===== src/rtl/bcd_time_counter_pkg.sv =====
// Shared BCD digit constants for the decimal time counter and its digit cells.
package bcd_time_counter_pkg;

    localparam int         BCD_W    = 4;
    localparam logic [3:0] BCD_MAX  = 4'd9;
    localparam logic [3:0] BCD_ZERO = 4'd0;

endpackage


===== src/rtl/bcd_time_counter_digit.sv =====
// One decimal digit register: counts 0..9 on inc, rolls 9 -> 0, flags when it sits at 9.
module bcd_digit
    import bcd_time_counter_pkg::*;
(
    input  logic             clk,
    input  logic             rst_n,
    input  logic             clr,
    input  logic             inc,
    output logic [BCD_W-1:0] q,
    output logic             at_max
);

    logic [BCD_W-1:0] q_q;
    logic [BCD_W-1:0] q_d;

    always_comb begin
        q_d = q_q;
        if (clr) begin
            q_d = BCD_ZERO;
        end else if (inc) begin
            // >= keeps the digit inside 0..9 even if an illegal code ever appeared
            q_d = (q_q >= BCD_MAX) ? BCD_ZERO : q_q + 4'd1;
        end
    end

    always_ff @(posedge clk) begin
        if (!rst_n) begin
            q_q <= BCD_ZERO;
        end else begin
            q_q <= q_d;
        end
    end

    assign q      = q_q;
    assign at_max = (q_q == BCD_MAX);

endmodule


===== src/rtl/bcd_time_counter.sv =====
// Prescaled multi-digit BCD counter with run/pause toggle and level clear,
// feeding one 7-segment decoder per 4-bit digit slice.
module bcd_time_counter
    import bcd_time_counter_pkg::*;
#(
    parameter int TICK_DIV   = 50000000,
    parameter int NUM_DIGITS = 4
) (
    input  logic                    CLOCK_50,
    input  logic                    RESET_N,
    input  logic                    run_toggle,
    input  logic                    clear,
    output logic [4*NUM_DIGITS-1:0] digits,
    output logic                    tick,
    output logic                    wrap,
    output logic                    running
);

    localparam int             PW      = (TICK_DIV > 1) ? $clog2(TICK_DIV) : 1;
    localparam logic [PW-1:0]  PS_LAST = PW'(TICK_DIV - 1);

    logic [PW-1:0] presc_q, presc_d;
    logic          run_prev_q;
    logic          running_q, running_d;
    logic          tick_q, tick_d;
    logic          wrap_q, wrap_d;
    logic          rise;
    logic          advance;

    logic [NUM_DIGITS-1:0] inc_chain;
    logic [NUM_DIGITS-1:0] at_max;

    assign rise    = run_toggle & ~run_prev_q;
    // Pre-edge running value gates the advance, so a toggle acts from the next cycle
    assign advance = running_q & (presc_q == PS_LAST) & ~clear;

    always_comb begin
        running_d = running_q ^ rise;
        presc_d   = presc_q;
        tick_d    = 1'b0;
        wrap_d    = 1'b0;
        if (clear) begin
            presc_d = '0;
        end else if (running_q) begin
            if (presc_q == PS_LAST) begin
                presc_d = '0;
                tick_d  = 1'b1;
                wrap_d  = &at_max;
            end else begin
                presc_d = presc_q + PW'(1);
            end
        end
    end

    always_ff @(posedge CLOCK_50) begin
        if (!RESET_N) begin
            presc_q    <= '0;
            run_prev_q <= 1'b0;
            running_q  <= 1'b0;
            tick_q     <= 1'b0;
            wrap_q     <= 1'b0;
        end else begin
            presc_q    <= presc_d;
            run_prev_q <= run_toggle;
            running_q  <= running_d;
            tick_q     <= tick_d;
            wrap_q     <= wrap_d;
        end
    end

    genvar gi;
    generate
        for (gi = 0; gi < NUM_DIGITS; gi++) begin : g_digit
            if (gi == 0) begin : g_first
                assign inc_chain[gi] = advance;
            end else begin : g_rest
                assign inc_chain[gi] = inc_chain[gi-1] & at_max[gi-1];
            end

            bcd_digit u_digit (
                .clk    (CLOCK_50),
                .rst_n  (RESET_N),
                .clr    (clear),
                .inc    (inc_chain[gi]),
                .q      (digits[4*gi +: 4]),
                .at_max (at_max[gi])
            );
        end
    endgenerate

    assign tick    = tick_q;
    assign wrap    = wrap_q;
    assign running = running_q;

endmodule


===== config.mk =====
export PLATFORM = sky130hd
export DESIGN_NAME = bcd_time_counter
export DESIGN_NICKNAME = d
export VERILOG_FILES = /design/src/rtl/bcd_time_counter_pkg.sv /design/src/rtl/bcd_time_counter_digit.sv /design/src/rtl/bcd_time_counter.sv
export SDC_FILE = /design/constraint.sdc
export NUM_CORES = 1
export LEC_CHECK = 0
export CAP_MARGIN = 20
export CORE_UTILIZATION = 40
export DETAILED_ROUTE_END_ITERATION = 8
export HOLD_SLACK_MARGIN = 0.12
export SKIP_CTS_REPAIR_TIMING = 1
export SYNTH_ARGS = -nofsm -noshare
export SYNTH_HDL_FRONTEND = slang
export SYNTH_HIERARCHICAL = 1
export SYNTH_SLANG_ARGS = --single-unit

===== constraint.sdc =====
create_clock -name CLOCK_50 -period 2.8 [get_ports CLOCK_50]
set_clock_uncertainty 0.1 [all_clocks]
set_input_delay 0.42 -clock CLOCK_50 [delete_from_list [all_inputs] [get_ports CLOCK_50]]
set_output_delay 0.42 -clock CLOCK_50 [all_outputs]
set_load 0.05 [all_outputs]

# Word-level counts from Yosys, hierarchy flattened

Cells that the tools add are included.

Bits of input ports: 4
Output and inout port bits: 19
Word-level logic and storage cells: 45
Register bits: 46

Reductions and logical operators: 4
$add $sub $neg: 5
Eq/ne operators: 5
Bitwise gates (word level): 12
Muxes and demuxes: 6
$lt $le $gt $ge: 4

Operator list:

| cell                    | number |
|---|---|
| $add A26 B1 Y26 const B | 1 |
| $eq A26 B26 Y1 const B  | 1 |
| $mux W26                | 1 |
| $add A4 B1 Y4 const B   | 4 |
| $eq A4 B4 Y1 const B    | 4 |
| $ge A4 B4 Y1 const B    | 4 |
| $mux W4                 | 4 |
| $and A1 B1 Y1           | 6 |
| $not A1 Y1              | 5 |
| $reduce_and A4 Y1       | 1 |
| $reduce_or A4 Y1        | 1 |
| $reduce_or A3 Y1        | 1 |
| $reduce_or A2 Y1        | 1 |
| $mux W1                 | 1 |
| $xor A1 B1 Y1           | 1 |

# Logic depth before layout (Yosys ltp)

Gate-level depths: netlist (run 1).

Depth after elaboration: 6
Depth in mapped cells: 9
Gate-level depth less buffers: 8

# By module

Netlist (run 1), hierarchy kept.

Modules (own cells, without submodules):

| module           | sequential area each (um2) | area each (um2) | times used | cells each |
|---|---|---|---|---|
| bcd_time_counter | 600.6                      | 1,535.2         | 1          | 173 |
| bcd_digit        | 80.1                       | 229.0           | 4          | 24 |

# Worst setup path after synthesis (run 1)

Ideal clock, no wire load.

Path type: reg-to-reg
Start point: register presc_q[16]
End point: register g_digit[0].u_digit.q_q[0]
Cell stages (with the launch flop): 10
Arrival: 2,422 ps
Setup time: 120 ps
Buffers on the path: 2
Data required time: 2,580 ps
Period minus slack after synthesis: 2,643 ps
Slack: 157 ps
Cells stage by stage: dfxtp_1 -> buf_2 -> or4_1 -> or4b_4 -> nor4_4 -> buf_4 -> nor2b_1 -> nand2_1 -> o21ai_2 -> nor2_1

Longest elaborated chain between the ends: 3

Ends and longest elaborated chain:

| what                        | RTL line                     | source |
|---|---|---|
| from (decl)                 | bcd_time_counter.sv:22       | `logic [PW-1:0] presc_q, presc_d;` |
| from (signal assigned)      | bcd_time_counter.sv:63       | `presc_q <= presc_d;` |
| $eq A26 B26 Y1              | bcd_time_counter.sv:35       | `assign advance = running_q & (presc_q == PS_LAST) & ~clear;` |
| $and A1 B1 Y1 (2 in series) | bcd_time_counter.sv:35       |  |
| via advance                 | bcd_time_counter.sv:28       | `logic advance;` |
| to (signal assigned)        | bcd_time_counter_digit.sv:30 | `q_q <= q_d;` |
| to (decl)                   | bcd_time_counter_digit.sv:13 | `logic [BCD_W-1:0] q_q;` |

The timed path passes the listed nets, and every way through them passes these cells.
A chain may end at the register's enable or synchronous reset.

# Final worst setup path (run 1)

Start point: register presc_q[10]
End point: register g_digit[3].u_digit.q_q[0]

Longest elaborated chain between the ends: 6

Ends and longest elaborated chain:

| what                        | RTL line                     | source |
|---|---|---|
| $eq A26 B26 Y1              | bcd_time_counter.sv:35       |  |
| $and A1 B1 Y1 (2 in series) | bcd_time_counter.sv:35       |  |
| $and A1 B1 Y1 (3 in series) | bcd_time_counter.sv:77       | `assign inc_chain[gi] = inc_chain[gi-1] & at_max[gi-1];` |
| via inc_chain[3]            | bcd_time_counter.sv:30       | `logic [NUM_DIGITS-1:0] inc_chain;` |
| to (signal assigned)        | bcd_time_counter_digit.sv:30 |  |
| to (decl)                   | bcd_time_counter_digit.sv:13 |  |

The timed path passes the listed nets, and every way through them passes these cells.

==> results of run 1 <==
sequential cells by signal (all words and copies together), names as in the netlist:
name               cells
g_digit.u_digit/q     16
run_prev_q             1
wrap                   1
running                1
tick                   1
presc_q               26
tightest hold or removal path, stage by stage, from the launching register on:
cell and delay [ns]:
dfxtp_1 0.33, o31ai_1 0.06, a211oi_1 0.06
cell usage in the layout, fill, tap and decap left out, drive strengths merged:
cell type / n
dfxtp: 46
clkdlybuf4s50: 22
xor2: 19
nor2: 18
nand2: 17
nand4: 16
nor3: 13
ha: 13
a211oi: 11
buf: 10
or4: 9
inv: 9
o21ai: 9
and3: 8
nor2b: 8
nand3: 7
xnor2: 7
clkbuf: 7
and2: 6
o31ai: 6
or3: 6
and4: 6
mux2i: 5
and3b: 4
nor3b: 4
nand2b: 2
or2: 1
or4b: 1
nor4: 1
nand4b: 1
o211ai: 1
o41ai: 1
a41o: 1
clkinv: 1
stage by stage:
step / hold slack (ns) / area [µm²] / util
after global routing: 0.451 / 2880 / 0.486
after detailed placement: 0.376 / 2780 / 0.470
after global placement: 0.380 / 2780 / 0.470
after floorplan: 0.353 / 2450 / -
after CTS: 0.398 / 2870 / 0.485
final: 0.395 / 2880 / 0.486
metal layers:
layer  track usage  share of wire
met1         0.215           0.48
met2         0.297           0.48
met3        0.0352          0.031
met4        0.0393         0.0085
met5             0              0
worst max path at each step:
| stage | slack, ns | start | endpoint |
|---|---|---|---|
| finish | 0.17 | presc_q[10] | g_digit[3].u_digit/q[0] |
| global route | 0.01 | presc_q[11] | g_digit[2].u_digit/q[0] |
| CTS | 0.09 | presc_q[10] | g_digit[0].u_digit/q[0] |
| detailed placement | 0.11 | presc_q[10] | g_digit[0].u_digit/q[1] |
| global placement | 0.13 | presc_q[10] | g_digit[0].u_digit/q[2] |
| floorplan | 0.16 | presc_q[16] | g_digit[0].u_digit/q[0] |
power by group through the flow:
stage | clock, W | combinational, W | sequential, W
final | 0.000413 | 0.0000481 | 0.000660
after global routing | 0.000463 | 0.0000521 | 0.000660
after CTS | 0.000430 | 0.0000488 | 0.000660
after detailed placement | 0 | 0.0000486 | 0.000675
after global placement | 0 | 0.0000482 | 0.000675
after floorplan | 0 | 0.0000249 | 0.000679
cell families after synthesis:
logic type	Yosys count	synth area share
simple gates	128	0.320
flops	46	0.376
compound gates	29	0.0873
xor+xnor	26	0.0929
buf+inv	22	0.0373
fa+ha+maj	13	0.0664
mux	5	0.0204
cell type report:
type	count	area (µm²)	share of cell area
Clock inverter	1	5.00	0.00174
Multi-Input combinational cell	201	1440	0.502
Sequential cell	46	921	0.320
Clock buffer	7	86.3	0.0300
Timing Repair Buffer	32	295	0.103
Inverter	9	33.8	0.0117
Tap cell	75	93.8	0.0326
==> flow_metrics.tcl, run 1 <==
set metrics [dict create \
    status "completed" \
    synthTopCellsByArea "dfxtp_1 (38%), xor2_1 (6.8%), ha_1 (6.6%)" \
    synth_area_um2 2450 \
    finalSetupViolations 0 \
    clock_latency_ns 0.29 \
    synth_edf_count 0 \
    cts_root_buf "clkbuf_8" \
    core_area_um2 5920 \
    path_buf_inv 0 \
    setup_tns_ns 0 \
    pin_count 23 \
    rsz0062_at_grt "no" \
    fillers 572 \
    ant_nets 0 \
    dieWidth_um 80.3 \
    power.switching_w 0.000244 \
    fmax_ghz 0.380 \
    syn2layout_area_growth_pct 17.5 \
    place_inst 363 \
    internal_power_w 0.000877 \
    pwr-share-seq 0.588 \
    tightest_slew_ns 0.500 \
    io_buffer_count 22 \
    drcViolationCount 0 \
    r2r_end "g_digit[3].u_digit/q[0]" \
    rows 28 \
    endpoint_kind "flop" \
    synthCells 269 \
    yosysTopAreaCell "dfxtp_1" \
    path_delay_family "simple AND/OR/NAND/NOR gates" \
    p_leak_nw 0.984 \
    nNetsFinal 312 \
    crit_path_max_fanout 6 \
    whs_path_depth 2 \
    cts_tree "done" \
    gr-usage-all-layers 0.171 \
    drive_gt1_frac 0.118 \
    hold_class "reg -> reg" \
    via_per_inst 5.27 \
    max-cap-violations 0 \
    grt_pass1_vias 1847 \
    hpwlAfterDp_mm 3.55 \
    ff2ff_setup_slack_ns 0.17 \
    synthTopCellsByCount "dfxtp_1 (46), xor2_1 (19), nand2_1 (17), nand4_1 (16), nor2_1 (14)" \
    path_class "reg -> reg" \
    ctsHtreeMaxLevel 2 \
    grt-ovfl-total 0 \
    grt_pass1_wl_mm 8.55 \
    reg2reg_depth 7 \
    rr_startpoint "presc_q[10]" \
    finalPower_w 0.00112 \
    period_needed_ns 2.63 \
    syn_nets 286 \
    wire_per_inst_um 13.3 \
    swShare 0.218 \
    min_period_over_period 0.940 \
    start_kind "flop" \
    cellPowerDensity_nw_per_um2 389 \
    dieArea_um2 6440 \
    synth_seq_area_share 0.376 \
    cts_buffers 5 \
    clkPwrFrac 0.369 \
    pre_cts_ws_ns 0.113 \
    dr.pass1.iters 4 \
    cp_slowest_cell "or4_1" \
    grt_max_degree 26 \
    critical-path-max-stage-delay_ns 0.54 \
    path_depth 7 \
    cp.required_ns 2.88 \
    hold_start "presc_q[25]" \
    netlist.area_leader.share 0.376 \
    p_comb_frac 0.043 \
    wirelength_mm 4.94 \
    antenna_found_initial 0 \
    synthFlopType "dfxtp_1" \
    initial_utilization 0.414 \
    maxSlewViolCount 0 \
    avgSynthCellArea_um2 9.11 \
    stdcell_count 371 \
    critical_path_arrival_ns 2.71 \
    ir_worst_vdd_v 0.000202 \
    vias 1955 \
    synthDistinctLibCells 35 \
    diodes 0 \
    cts_max_path_buffers 2 \
    die_h_um 80.3 \
    clock-sinks 46 \
    drt_iter0_drc 145 \
    synthArstFlopShare 0 \
    crit_chain "or4_1 > or4b_4 > nor4_4 > and4_2 > nand2_1 > o21ai_2 > nor2_1" \
    ys_ff_latch 46 \
    setup_ws_ns 0.168 \
    hold_viol 0 \
    gp_congestion 0.801 \
    clkSlewWorstSetupHoldPaths_ns 0.08 \
    synth.most_common_cell "dfxtp_1" \
    slew_headroom 0.666 \
    min_to "presc_q[25]" \
    synth_warnings 6 \
]
(Power assumes the default switching activity.)
==> run 2: changes to the inputs <==
SLEW_MARGIN = 20   (was default)
==> results of run 2 <==
Same layout as run 1: the final DEF is identical, and so are final timing and power.
==> run 3: changes to the inputs <==
CTS_CLUSTER_SIZE = 20   (was default)
==> results of run 3 <==
Same layout as run 1: the final DEF is identical, and so are final timing and power.
